[src/rtl/instr_fetch_unit.sv]
// Fetch stage: owns the PC, fetches 16-bit words over a req/ack handshake into a small prefetch FIFO.
// Optional perf counters (fetch_count, stall_count) are built only when FETCH_PERF_EN is defined.
module instr_fetch_unit #(
    parameter int                  PC_WIDTH   = 16,
    parameter logic [PC_WIDTH-1:0] RESET_PC   = '0,
    parameter int                  FIFO_DEPTH = 2
) (
    input  logic                clk,
    input  logic                reset,
    output logic                imem_req,
    output logic [PC_WIDTH-1:0] imem_addr,
    input  logic                imem_ack,
    input  logic [15:0]         imem_rdata,
    input  logic                branch_taken,
    input  logic [PC_WIDTH-1:0] branch_target,
    input  logic                stall,
    output logic                instr_valid,
    output logic [15:0]         instruction,
    output logic [PC_WIDTH-1:0] instr_pc,
    output logic [15:0]         fetch_count,
    output logic [15:0]         stall_count
);

    localparam int        AW        = $clog2(FIFO_DEPTH);
    localparam logic [AW:0] DEPTH_CNT = (AW + 1)'(FIFO_DEPTH);

    typedef enum logic [1:0] {IDLE, REQ, DRAIN} state_t;

    state_t              state, next_state;
    logic [PC_WIDTH-1:0] fetch_pc;
    logic [PC_WIDTH-1:0] drain_addr;
    logic [15:0]         fifo_word [FIFO_DEPTH];
    logic [PC_WIDTH-1:0] fifo_pc   [FIFO_DEPTH];
    logic [AW:0]         wr_ptr, rd_ptr, count, next_count;
    logic                accept, push, pop;

    assign count       = wr_ptr - rd_ptr;
    assign instr_valid = (count != '0);
    assign accept      = (state == REQ) && imem_ack;
    // A redirect kills both the returning word and any pop in the same cycle.
    assign push        = accept && !branch_taken;
    assign pop         = instr_valid && !stall && !branch_taken;
    assign next_count  = count + {{AW{1'b0}}, push} - {{AW{1'b0}}, pop};

    assign instruction = instr_valid ? fifo_word[rd_ptr[AW-1:0]] : '0;
    assign instr_pc    = instr_valid ? fifo_pc[rd_ptr[AW-1:0]]   : '0;

    always_ff @(posedge clk or posedge reset) begin
        if (reset) begin
            state <= IDLE;
        end else begin
            state <= next_state;
        end
    end

    always_comb begin
        next_state = state;
        case (state)
            IDLE: begin
                if (branch_taken || count < DEPTH_CNT) next_state = REQ;
            end
            REQ: begin
                if (branch_taken) begin
                    next_state = imem_ack ? REQ : DRAIN;
                end else if (imem_ack) begin
                    next_state = (next_count < DEPTH_CNT) ? REQ : IDLE;
                end
            end
            DRAIN: begin
                if (imem_ack) next_state = REQ;
            end
            default: next_state = IDLE;
        endcase
    end

    // The abandoned address stays on the bus while draining, independent of the new fetch_pc.
    always_comb begin
        imem_req  = (state == REQ) || (state == DRAIN);
        imem_addr = (state == DRAIN) ? drain_addr : fetch_pc;
    end

    always_ff @(posedge clk or posedge reset) begin
        if (reset) begin
            fetch_pc   <= RESET_PC;
            drain_addr <= '0;
        end else begin
            if (state == REQ && branch_taken && !imem_ack) drain_addr <= fetch_pc;
            if (branch_taken) begin
                fetch_pc <= branch_target;
            end else if (accept) begin
                fetch_pc <= fetch_pc + PC_WIDTH'(1);
            end
        end
    end

    always_ff @(posedge clk or posedge reset) begin
        if (reset) begin
            wr_ptr <= '0;
            rd_ptr <= '0;
        end else if (branch_taken) begin
            wr_ptr <= '0;
            rd_ptr <= '0;
        end else begin
            if (push) wr_ptr <= wr_ptr + (AW + 1)'(1);
            if (pop)  rd_ptr <= rd_ptr + (AW + 1)'(1);
        end
    end

    always_ff @(posedge clk) begin
        if (push) begin
            fifo_word[wr_ptr[AW-1:0]] <= imem_rdata;
            fifo_pc[wr_ptr[AW-1:0]]   <= fetch_pc;
        end
    end

`ifdef FETCH_PERF_EN
    always_ff @(posedge clk or posedge reset) begin
        if (reset) begin
            fetch_count <= '0;
            stall_count <= '0;
        end else begin
            if (pop && fetch_count != 16'hFFFF) fetch_count <= fetch_count + 16'd1;
            if (instr_valid && stall && stall_count != 16'hFFFF) stall_count <= stall_count + 16'd1;
        end
    end
`else
    assign fetch_count = '0;
    assign stall_count = '0;
`endif

endmodule

[config.mk]
export PLATFORM = sky130hd
export DESIGN_NAME = instr_fetch_unit
export DESIGN_NICKNAME = d
export VERILOG_FILES = /design/src/rtl/instr_fetch_unit.sv
export SDC_FILE = /design/constraint.sdc
export NUM_CORES = 1
export LEC_CHECK = 0
export CAP_MARGIN = 15
export CORE_MARGIN = 4
export CORE_UTILIZATION = 41
export DETAILED_ROUTE_END_ITERATION = 8
export PLACE_DENSITY_LB_ADDON = 0.12
export SYNTH_ARGS = -nofsm -noshare
export SYNTH_HDL_FRONTEND = slang
export SYNTH_SLANG_ARGS = --single-unit
[constraint.sdc]
create_clock -name clk -period 2.7 [get_ports clk]
set_clock_uncertainty 0.05 [all_clocks]
set_input_delay 0.405 -clock clk [delete_from_list [all_inputs] [get_ports clk]]
set_output_delay 0.405 -clock clk [all_outputs]
set_load 0.02 [all_outputs]
==> results.yml <==
synthesis:
  synthFlopType: "edfxtp_1"
  syn_area_um2: 4755
  yosysTopAreaCellShare_pct: 40.42
  synth_cells: 384
  synth_cell_types: 41
  ys_warn_count: 0
  ys_ff_latch: 102
  synthArstFlopShare_pct: 37.25
  synth_edf_count: 64
  synth.yosys.seq_area_share_pct: 60.42
  avgSynthCellArea_um2: 12.38
  synth_top_area_cell: "edfxtp_1"
  synth_area_leaders: "edfxtp_1, dfrtp_1, mux2i_1"
placement:
  pre_cts_ws_ps: 73.74
  gp_congestion: 0.7472
  hpwl_um: 6382
  io_buffer_count: 86
  dp_cells: 608
detailed_routing:
  drt-wirelength-per-cell_um: 14.88
  drc_errors: 0
  vias: 2968
  wirelength_um: 9288
  postRouteAntennaNets: 0
  avgViaCountPerCell: 4.756
  drt_iter0_drc: 139
  drt_first_pass_iters: 4
global_route:
  grt_max_degree: 39
  gr-usage-all-layers_pct: 14.19
  grt_pass1_vias: 2942
  antenna_found_initial: 0
  grt_pass1_wl_um: 14710
  grt-ovfl-total: 0
power:
  power_frac_comb_pct: 44.1
  leakagePower_nw: 2.407
  p_int_mw: 4.037
  ir_drop_mv: 0.6292
  p_clk_share_pct: 22.9
  total_power_mw: 6.351
  cellPowerDensity_nw_per_um2: 1046
  p_sw_mw: 2.314
  p_sw_share_pct: 36.43
  p_seq_share_pct: 33.0
outcome:
  status: "finished, final reports clean"
timing:
  max_slew_margin_pct: 59.90
  hold_viol_final: 0
  tightestPinTransition_ps: 601.4
  fmax_mhz: 386.0
  drv_slew: 0
  fin_ws_ps: 109.2
  finalSetupViolCount: 0
  rsz0062_at_grt: "false"
  finalCritPeriodShare_pct: 95.96
  min_period_ps: 2591
  fin_hold_ws_ps: 425.0
clocking:
  clock_path_buffers: 2
  htreeDepth: 3
  cts_hold_buffers: 0
  clk_latency_ps: 330
  cts_buffers: 9
  cts_num_sinks: 102
  cts.clk_slew.worst_paths_ps: 70
  cts_tree: "built"
  root_buffer: "clkbuf_16"
worst_hold_path:
  min_path_type: "input pin to asynchronous set/reset pin"
die:
  die_area_um2: 13380
  die_h_um: 115.7
  die_x_um: 115.7
  ios: 119
  start_util_pct: 41.82
  core-area_um2: 11370
  row_count: 39
worst_setup_path:
  arrival_ps: 2140
  required_ps: 2250
  startpoint: "state[0]"
  crit_fanout: 21
  worstReg2RegStart: "wr_ptr[0]"
  end_kind: "output pin"
  start_kind: "flip-flop"
  r2r_setup_slack_ps: 230
  path_class: "flip-flop to output pin"
layout:
  seq_area_um2: 2874
  utilization_pct: 53.42
  stdcell_count: 624
  diodes: 0
  fin_nets: 520
  areaGrowthSynthToFinish_pct: 27.74
  drive_gt1_share_pct: 12.27
  multiInputGateArea_um2: 1658
  fillers: 987
flow_run:
  maxCapViolations: 0
## path summary, 6_finish.rpt
check	depth (start not counted)	endpoint
min reg2reg	2	drain_addr[12]
max	5	imem_addr[13]
max in group asynchronous	3	rd_ptr[0]
min in group clk	2	drain_addr[12]
max reg2reg	10	state[0]
min	3	state[0]
## layout by cell type (no fill, tap or decap), types with 2 or more instances in the layout
master / instances
clkbuf_16: 9
conb_1: 32
mux2_2: 22
or4_1: 2
xor2_1: 2
a31oi_1: 3
dlymetal6s2s_1: 2
mux2i_1: 34
clkdlybuf4s50_1: 51
nand3_1: 5
dlygate4sd2_1: 29
edfxtp_1: 64
bufinv_16: 3
nor2_1: 45
nor2_4: 2
inv_1: 11
nand2_1: 29
dfrtp_1: 37
or3_1: 2
clkbuf_1: 2
ha_1: 6
a21oi_1: 2
buf_4: 10
nor3_1: 6
buf_12: 3
o21ai_0: 24
clkdlybuf4s15_1: 3
xnor2_1: 13
clkinv_1: 2
nor4_1: 2
xnor3_1: 2
## flip-flops by register name (all words and copies together) (netlist names)
signal / count
fetch_pc: 16
fifo_word: 32
state: 2
wr_ptr: 2
drain_addr: 16
rd_ptr: 2
fifo_pc: 32
## cells by family after synthesis
logic type | Yosys count | synth area share (%)
AO/OA/AOI/OAI | 35 | 4.237
XOR/XNOR | 17 | 3.711
adder cells (fa/ha/maj) | 7 | 1.842
buffers and inverters | 63 | 7.526
flip-flops | 102 | 60.42
multiplexers | 57 | 12.61
other | 1 | 0.07887
AND/OR/NAND/NOR | 102 | 9.579
## cell usage after synthesis (all sizes together), types with 7 or more instances
master  count
mux2       23
nor2       47
inv        11
edfxtp     64
o21ai      24
clkbuf     16
buf        34
xnor2      13
nand2      29
ha          7
mux2i      34
dfrtp      38
## timing repair
| action | in CTS | in global routing |
|---|---|---|
| endpoints found under the hold margin | 0 | 0 |
| buffers inserted | 0 | 0 |
| gates resized for setup | 35 | 8 |
| setup endpoints to repair | 33 | 15 |
| pin swaps | 0 | 0 |
## final cells by class
type | count | area share (%)
sequential | 102 | 47.32
multi-input combinational | 250 | 27.30
timing repair buffer | 100 | 16.05
clock buffer | 11 | 3.832
tap | 143 | 2.946
clock inverter | 5 | 1.751
inverter | 13 | 0.8035
## worst max-delay path, stage by stage, from the launching register on
cell and delay, ps:
dfrtp_1 400, inv_1 110, ha_2 240, buf_12 160
mux2_2 350, clkdlybuf4s50_1 540
## power groups by stage
stage	sequential, mW	combinational (mW)	clock (mW)
floorplan	2.08	1.87	0
CTS	2.10	2.85	1.49
global route	2.13	3.05	1.56
finish	2.10	2.80	1.45
detailed placement	2.13	3.09	0
global placement	2.11	3.07	0
## routing by layer
layer | track usage [%] | routed length (um) | vias up
met5 | 0 | 0 | -
met4 | 3.558 | 113 | 0
li1 | - | - | 1465
met1 | 19.40 | 4338 | 1409
met3 | 4.073 | 550 | 9
met2 | 22.53 | 4285 | 85
## per-stage QoR
stage,TNS [ps],area [um2]
floorplan,-1196,4871
global placement,0,5761
detailed placement,0,5761
CTS,0,6066
global route,0,6073
finish,0,6073
(Power assumes the default switching activity.)
